### src/rtl/uart_pkg.sv
// Shared UART definitions used by the receiver and the transmitter.
// Holds the baud-rate and parity encodings, the 16x oversample constant,
// the receiver state type, and helpers that turn a baud selection into a
// clock divider value.
package uart_pkg;

  localparam logic [1:0] BAUD_2400  = 2'b00;
  localparam logic [1:0] BAUD_4800  = 2'b01;
  localparam logic [1:0] BAUD_9600  = 2'b10;
  localparam logic [1:0] BAUD_19200 = 2'b11;

  localparam logic [1:0] PAR_NONE   = 2'b00;
  localparam logic [1:0] PAR_ODD    = 2'b01;
  localparam logic [1:0] PAR_EVEN   = 2'b10;
  localparam logic [1:0] PAR_NONE_B = 2'b11;

  localparam int OVERSAMPLE = 16;

  typedef enum logic [2:0] {
    ST_IDLE   = 3'd0,
    ST_START  = 3'd1,
    ST_DATA   = 3'd2,
    ST_PARITY = 3'd3,
    ST_STOP   = 3'd4
  } rx_state_t;

  function automatic int baud_hz(input logic [1:0] sel);
    case (sel)
      BAUD_2400: return 2400;
      BAUD_4800: return 4800;
      BAUD_9600: return 9600;
      default:   return 19200;
    endcase
  endfunction

  // Clocks per oversample tick; never below 1 so the divider always advances.
  function automatic int tick_div(input int clk_hz, input logic [1:0] sel);
    int d;
    d = clk_hz / (OVERSAMPLE * baud_hz(sel));
    return (d < 1) ? 1 : d;
  endfunction

endpackage

### src/rtl/uart_rx_tick16.sv
// 16x oversample tick generator.
// Ports:
//   clk       system clock
//   rst       synchronous active-high reset
//   baud_rate baud selection (uart_pkg encodings)
//   resync    restart the divider (start-bit edge alignment)
//   tick      one-clock pulse every CLK_HZ/(16*baud) clocks
module uart_rx_tick16
  import uart_pkg::*;
#(
  parameter int CLK_HZ = 50_000_000
) (
  input  logic       clk,
  input  logic       rst,
  input  logic [1:0] baud_rate,
  input  logic       resync,
  output logic       tick
);

  localparam int CW = 24;
  localparam logic [CW-1:0] DIV_2400  = CW'(tick_div(CLK_HZ, BAUD_2400));
  localparam logic [CW-1:0] DIV_4800  = CW'(tick_div(CLK_HZ, BAUD_4800));
  localparam logic [CW-1:0] DIV_9600  = CW'(tick_div(CLK_HZ, BAUD_9600));
  localparam logic [CW-1:0] DIV_19200 = CW'(tick_div(CLK_HZ, BAUD_19200));

  logic [CW-1:0] div_val;
  logic [CW-1:0] cnt;
  logic [1:0]    baud_q;
  logic          restart;

  always_comb begin
    case (baud_rate)
      BAUD_2400: div_val = DIV_2400;
      BAUD_4800: div_val = DIV_4800;
      BAUD_9600: div_val = DIV_9600;
      default:   div_val = DIV_19200;
    endcase
  end

  // A baud change is seen one cycle late through baud_q; that cycle restarts
  // the count so the first tick at the new rate is a full period away.
  assign restart = resync || (baud_rate != baud_q);
  assign tick    = !restart && (cnt == div_val - CW'(1));

  always_ff @(posedge clk) begin
    if (rst) begin
      cnt    <= '0;
      baud_q <= baud_rate;
    end else begin
      baud_q <= baud_rate;
      if (restart || tick) cnt <= '0;
      else                 cnt <= cnt + CW'(1);
    end
  end

endmodule

### src/rtl/uart_rx.sv
// UART receiver: 8 data bits, optional odd/even parity, one stop bit,
// 16x oversampling with centre-of-bit sampling.
// Ports:
//   clk, rst     system clock, synchronous active-high reset
//   rx           asynchronous serial input, idle high
//   baud_rate    00=2400 01=4800 10=9600 11=19200
//   parity_type  00=none 01=odd 10=even 11=none
//   rx_data      received byte (valid while rx_valid)
//   rx_valid     holding register has an unread byte
//   rx_ready     consumer accepts on rx_valid & rx_ready
//   parity_err   parity mismatch on the held frame (sticky to next frame)
//   frame_err    stop bit sampled low on the held frame (sticky to next frame)
//   overrun      an unread byte was overwritten (sticky until rst)
//   active       a frame is being received
module uart_rx
  import uart_pkg::*;
#(
  parameter int CLK_HZ = 50_000_000
) (
  input  logic       clk,
  input  logic       rst,
  input  logic       rx,
  input  logic [1:0] baud_rate,
  input  logic [1:0] parity_type,
  output logic [7:0] rx_data,
  output logic       rx_valid,
  input  logic       rx_ready,
  output logic       parity_err,
  output logic       frame_err,
  output logic       overrun,
  output logic       active
);

  localparam logic [3:0] HALF_BIT = 4'(OVERSAMPLE / 2 - 1);
  localparam logic [3:0] FULL_BIT = 4'(OVERSAMPLE - 1);

  logic      rx_p0, rx_p1;
  rx_state_t state, state_next;
  logic [3:0] tcnt, tcnt_next;
  logic [2:0] bidx, bidx_next;
  logic [7:0] shift, shift_next;
  logic       perr, perr_next;
  logic       tick, resync, load;
  logic       parity_en, is_odd;

  assign parity_en = (parity_type == PAR_ODD) || (parity_type == PAR_EVEN);
  assign is_odd    = (parity_type == PAR_ODD);
  assign active    = (state != ST_IDLE);

  uart_rx_tick16 #(.CLK_HZ(CLK_HZ)) u_tick (
    .clk       (clk),
    .rst       (rst),
    .baud_rate (baud_rate),
    .resync    (resync),
    .tick      (tick)
  );

  // Stage p0/p1: two-flop synchronizer for the asynchronous line.
  always_ff @(posedge clk) begin
    if (rst) begin
      rx_p0 <= 1'b1;
      rx_p1 <= 1'b1;
    end else begin
      rx_p0 <= rx;
      rx_p1 <= rx_p0;
    end
  end

  always_comb begin
    state_next = state;
    tcnt_next  = tcnt;
    bidx_next  = bidx;
    shift_next = shift;
    perr_next  = perr;
    resync     = 1'b0;
    load       = 1'b0;
    case (state)
      ST_IDLE: begin
        if (!rx_p1) begin
          state_next = ST_START;
          tcnt_next  = '0;
          resync     = 1'b1;
        end
      end
      ST_START: begin
        if (tick) begin
          if (tcnt == HALF_BIT) begin
            tcnt_next  = '0;
            bidx_next  = '0;
            perr_next  = 1'b0;
            // A line already back high at mid start bit was a glitch.
            state_next = rx_p1 ? ST_IDLE : ST_DATA;
          end else begin
            tcnt_next = tcnt + 4'd1;
          end
        end
      end
      ST_DATA: begin
        if (tick) begin
          if (tcnt == FULL_BIT) begin
            tcnt_next  = '0;
            shift_next = {rx_p1, shift[7:1]};
            bidx_next  = bidx + 3'd1;
            if (bidx == 3'd7) state_next = parity_en ? ST_PARITY : ST_STOP;
          end else begin
            tcnt_next = tcnt + 4'd1;
          end
        end
      end
      ST_PARITY: begin
        if (tick) begin
          if (tcnt == FULL_BIT) begin
            tcnt_next  = '0;
            // Error when the ones count over data+parity disagrees with the mode.
            perr_next  = (^shift) ^ rx_p1 ^ is_odd;
            state_next = ST_STOP;
          end else begin
            tcnt_next = tcnt + 4'd1;
          end
        end
      end
      ST_STOP: begin
        if (tick) begin
          if (tcnt == FULL_BIT) begin
            tcnt_next  = '0;
            load       = 1'b1;
            state_next = ST_IDLE;
          end else begin
            tcnt_next = tcnt + 4'd1;
          end
        end
      end
      default: state_next = ST_IDLE;
    endcase
  end

  always_ff @(posedge clk) begin
    if (rst) begin
      state <= ST_IDLE;
      tcnt  <= '0;
      bidx  <= '0;
      perr  <= 1'b0;
    end else begin
      state <= state_next;
      tcnt  <= tcnt_next;
      bidx  <= bidx_next;
      perr  <= perr_next;
    end
  end

  always_ff @(posedge clk) begin
    shift <= shift_next;
  end

  // Holding register: a load wins over a same-cycle acceptance.
  always_ff @(posedge clk) begin
    if (rst) begin
      rx_data    <= '0;
      rx_valid   <= 1'b0;
      parity_err <= 1'b0;
      frame_err  <= 1'b0;
      overrun    <= 1'b0;
    end else if (load) begin
      rx_data    <= shift;
      rx_valid   <= 1'b1;
      parity_err <= perr;
      frame_err  <= !rx_p1;
      if (rx_valid && !rx_ready) overrun <= 1'b1;
    end else if (rx_valid && rx_ready) begin
      rx_valid <= 1'b0;
    end
  end

endmodule

### config.mk
export PLATFORM = sky130hd
export DESIGN_NAME = uart_rx
export DESIGN_NICKNAME = d
export VERILOG_FILES = /design/src/rtl/uart_pkg.sv /design/src/rtl/uart_rx_tick16.sv /design/src/rtl/uart_rx.sv
export SDC_FILE = /design/constraint.sdc
export NUM_CORES = 1
export LEC_CHECK = 0
export CAP_MARGIN = 20
export CORE_MARGIN = 3
export CORE_UTILIZATION = 52
export DETAILED_ROUTE_END_ITERATION = 8
export PLACE_DENSITY_LB_ADDON = 0.12
export SYNTH_ARGS = -nofsm -noshare
export SYNTH_HDL_FRONTEND = slang
export SYNTH_HIERARCHICAL = 1
export SYNTH_SLANG_ARGS = --single-unit
### constraint.sdc
create_clock -name clk -period 2.7 [get_ports clk]
set_clock_uncertainty 0.2 [all_clocks]
set_input_delay 0.405 -clock clk [delete_from_list [all_inputs] [get_ports clk]]
set_output_delay 0.405 -clock clk [all_outputs]
set_load 0.01 [all_outputs]
==> results.py <==
metrics = {
    "setup_path": {
        "regToRegSetupSlack_ps": 60,
        "worstPathArrival_ps": 2670,
        "startpoint_type": "register",
        "critPathMaxFanout": 6,
        "required_ps": 2730,
        "reg2reg_to": "rx_data[2]$_SDFFE_PP0P_",
        "critPathCaptureType": "register",
        "worstRegToRegCells": 9,
        "r2r_start": "u_tick/cnt[20]$_SDFF_PP0_",
        "critPathKind": "reg2reg",
    },
    "grt": {
        "use_met3_pct": 6.73,
        "grt_pass1_vias": 2316,
        "grt_use_met2_pct": 35.8,
        "grt_pass1_wl_mm": 10.6,
        "grt_max_degree": 18,
        "antenna_found_initial": 0,
        "grt_overflow": 0,
        "use_met1_pct": 24.9,
        "grt_use_total_pct": 21.3,
        "grt.busiest_layer": "met2",
    },
    "drt": {
        "drt_iter0_markers": 171,
        "avgRoutedWirePerCell_um": 14.2,
        "post-route-drc-count": 0,
        "routed_wl_mm": 6.02,
        "avgViaCountPerCell": 5.46,
        "first_pass_iters": 4,
        "vias": 2311,
        "antenna_left": 0,
    },
    "synth": {
        "async_reset_ff_share_pct": 0,
        "synthFlopType": "dfxtp_1",
        "syn_area_um2": 2860,
        "ys_ff_latch": 59,
        "syn_nets": 318,
        "synth_warnings": 6,
        "syn_inst": 301,
        "synth.area.top_cells": "dfxtp_1 (36%), edfxtp_1 (8.4%), nor2_1 (6.2%)",
        "syn_area_per_cell_um2": 9.51,
        "seq_area_frac_synth_pct": 44.1,
        "synth_top_area_share_pct": 35.7,
        "synth_cell_type_count": 52,
        "synth_enable_flop_cells": 8,
        "synth_largest_area_cell": "dfxtp_1",
    },
    "timing": {
        "hold_viol_final": 0,
        "whs_ps": 147,
        "drv_slew": 0,
        "finalCritPeriodShare_pct": 97.9,
        "fmax_mhz": 378,
        "setup_viol": 0,
        "rsz0062_at_grt": "true",
        "fin_crit_ps": 2640,
        "worst_slew_pin_slew_ps": 647,
        "slew_headroom_pct": 56.7,
    },
    "placement": {
        "dp_hpwl_mm": 4.23,
        "place_area_um2": 3300,
        "portBuffers": 20,
        "gp_congestion": 0.877,
    },
    "worst_hold_path": {
        "whs_path_depth": 2,
        "worstHoldEndpoint": "u_tick/baud_q[1]$_DFF_P_",
        "hp-class": "in2reg",
        "worstHoldStart": "baud_rate[1]",
    },
    "cells_and_area": {
        "layout.nets": 365,
        "drive_gt1_share_pct": 18.7,
        "layout_common_cells": "dfxtp_1 (50), nor2_1 (46), buf_4 (25)",
        "mostFrequentLayoutCell": "dfxtp_1",
        "antenna_cells": 0,
        "finalInstanceArea_um2": 3580,
        "fill_cells": 419,
        "area_delta_synth_final_pct": 25.0,
    },
    "flow_run": {
        "maxCapViolations": 0,
    },
    "clocking": {
        "cts_root_buffer": "clkbuf_8",
        "cts.path.max_buffers": 2,
        "tritoncts": "yes",
        "cts.clk_slew.worst_paths_ps": 70,
        "cts_num_sinks": 59,
        "cts_buffers": 9,
        "htree_levels": 3,
        "clk_latency_ps": 340,
        "holdBufCountCts": 0,
    },
    "die": {
        "core_um2": 5200,
        "initial_core_util_pct": 55.0,
        "die_h_um": 80.2,
        "die_w_um": 80.2,
        "die-area_um2": 6430,
        "fp-row-count": 26,
        "num_io_pins": 21,
    },
    "pwr": {
        "p_leak_nw": 1.24,
        "vdd_drop_max_mv": 0.394,
        "powerDensity_nw_per_um2": 512,
    },
    "status": {
        "status": "completed",
    },
}
==> cells in the mapped netlist, drive strengths merged, types with 7 or more instances <==
master,instances
buf,9
nand2b,7
edfxtp,8
a21oi,10
mux2i,9
xnor2,16
dfxtp,51
xor2,19
nand3,16
nand2,20
inv,8
ha,9
nand4,9
nor2,47
nor3,7
==> sequential cells by signal (all words and copies together) (netlist names) <==
name	cells
rx_p0	1
frame_err	1
rx_valid	1
rx_p1	1
overrun	1
shift	8
parity_err	1
rx_data	8
tcnt	4
u_tick/baud_q	2
perr	1
u_tick/cnt	24
state	3
bidx	3
==> kinds of logic (layout without fill, tap and decap cells) <==
family | after synthesis | in the layout | share of synthesized area [%]
buffers and inverters | 20 | 71 | 4.20
muxes | 9 | 9 | 3.15
adders and majority gates | 9 | 9 | 3.93
DFF | 59 | 59 | 44.1
AOI/OAI and AO/OA | 37 | 37 | 10.1
xor gates and xnor gates | 36 | 36 | 11.5
and+or+nand+nor | 131 | 132 | 23.0
==> power by group <==
part | leakage (nW) | internal, mW | switching [mW] | total, mW
clock | 0.0986 | 0.475 | 0.347 | 0.822
combinational | 0.661 | 0.0574 | 0.0584 | 0.116
sequential | 0.484 | 0.892 | 0.00406 | 0.896
==> timing repair <==
| action | in CTS | in global routing |
|---|---|---|
| resized for setup | 13 | 6 |
| pin swaps | 4 | 14 |
| cloned | 1 | 0 |
| buffers inserted | 1 | 0 |
| setup endpoints to repair | 31 | 28 |
==> area by class of cell <==
class / instances / area (µm²) / area share (%)
clock buffer: 12 / 155 / 4.34
multi-input combinational: 223 / 1580 / 44.0
tap: 70 / 87.6 / 2.45
inverter: 8 / 30.0 / 0.839
clock inverter: 4 / 50.0 / 1.40
sequential: 59 / 1260 / 35.3
timing repair buffer: 47 / 418 / 11.7
==> worst max-delay path by stage <==
stage,startpoint,cells past startpoint,slack (ps),endpoint
final,u_tick/cnt[20]$_SDFF_PP0_,9,60,rx_data[2]$_SDFFE_PP0P_
after global routing,u_tick/cnt[20]$_SDFF_PP0_,9,-20,rx_data[4]$_SDFFE_PP0P_
after CTS,u_tick/cnt[19]$_SDFF_PP0_,9,20,rx_data[2]$_SDFFE_PP0P_
after detailed placement,baud_rate[1],12,-790,tcnt[3]$_SDFFE_PP0P_
after global placement,baud_rate[0],12,-680,tcnt[3]$_SDFFE_PP0P_
after floorplan,u_tick/cnt[19]$_SDFF_PP0_,10,10,rx_data[2]$_SDFFE_PP0P_
==> worst max-delay path, cell delays in order (launching register included) <==
cell and delay, ps:
dfxtp_2 320, or4_4 550, a2111oi_4 200, and4_1 260
nand2_2 70, nor2_4 140, and4_4 250, and3_4 270
mux2i_1 220, nor2_1 60
==> layer usage <==
metal | part of all wire [%] | vias to the layer above
met2 | 49 | 63
met4 | 2.3 | 0
met1 | 44 | 1074
li1 | - | 1159
met5 | 0 | -
met3 | 4.6 | 15
==> metrics by stage <==
stage	setup TNS [ps]	util (%)	instances	setup WS, ps	total power [mW]
after CTS	0	68.6	423	16.5	1.85
after detailed placement	-24990	63.5	405	-791	1.03
final	0	68.8	423	57.7	1.83
after global routing	-127	68.8	423	-21.3	1.91
after floorplan	0	-	301	11.0	0.979
after global placement	-20140	63.5	405	-683	1.02
No activity file was read; power rests on OpenSTA's default activity.
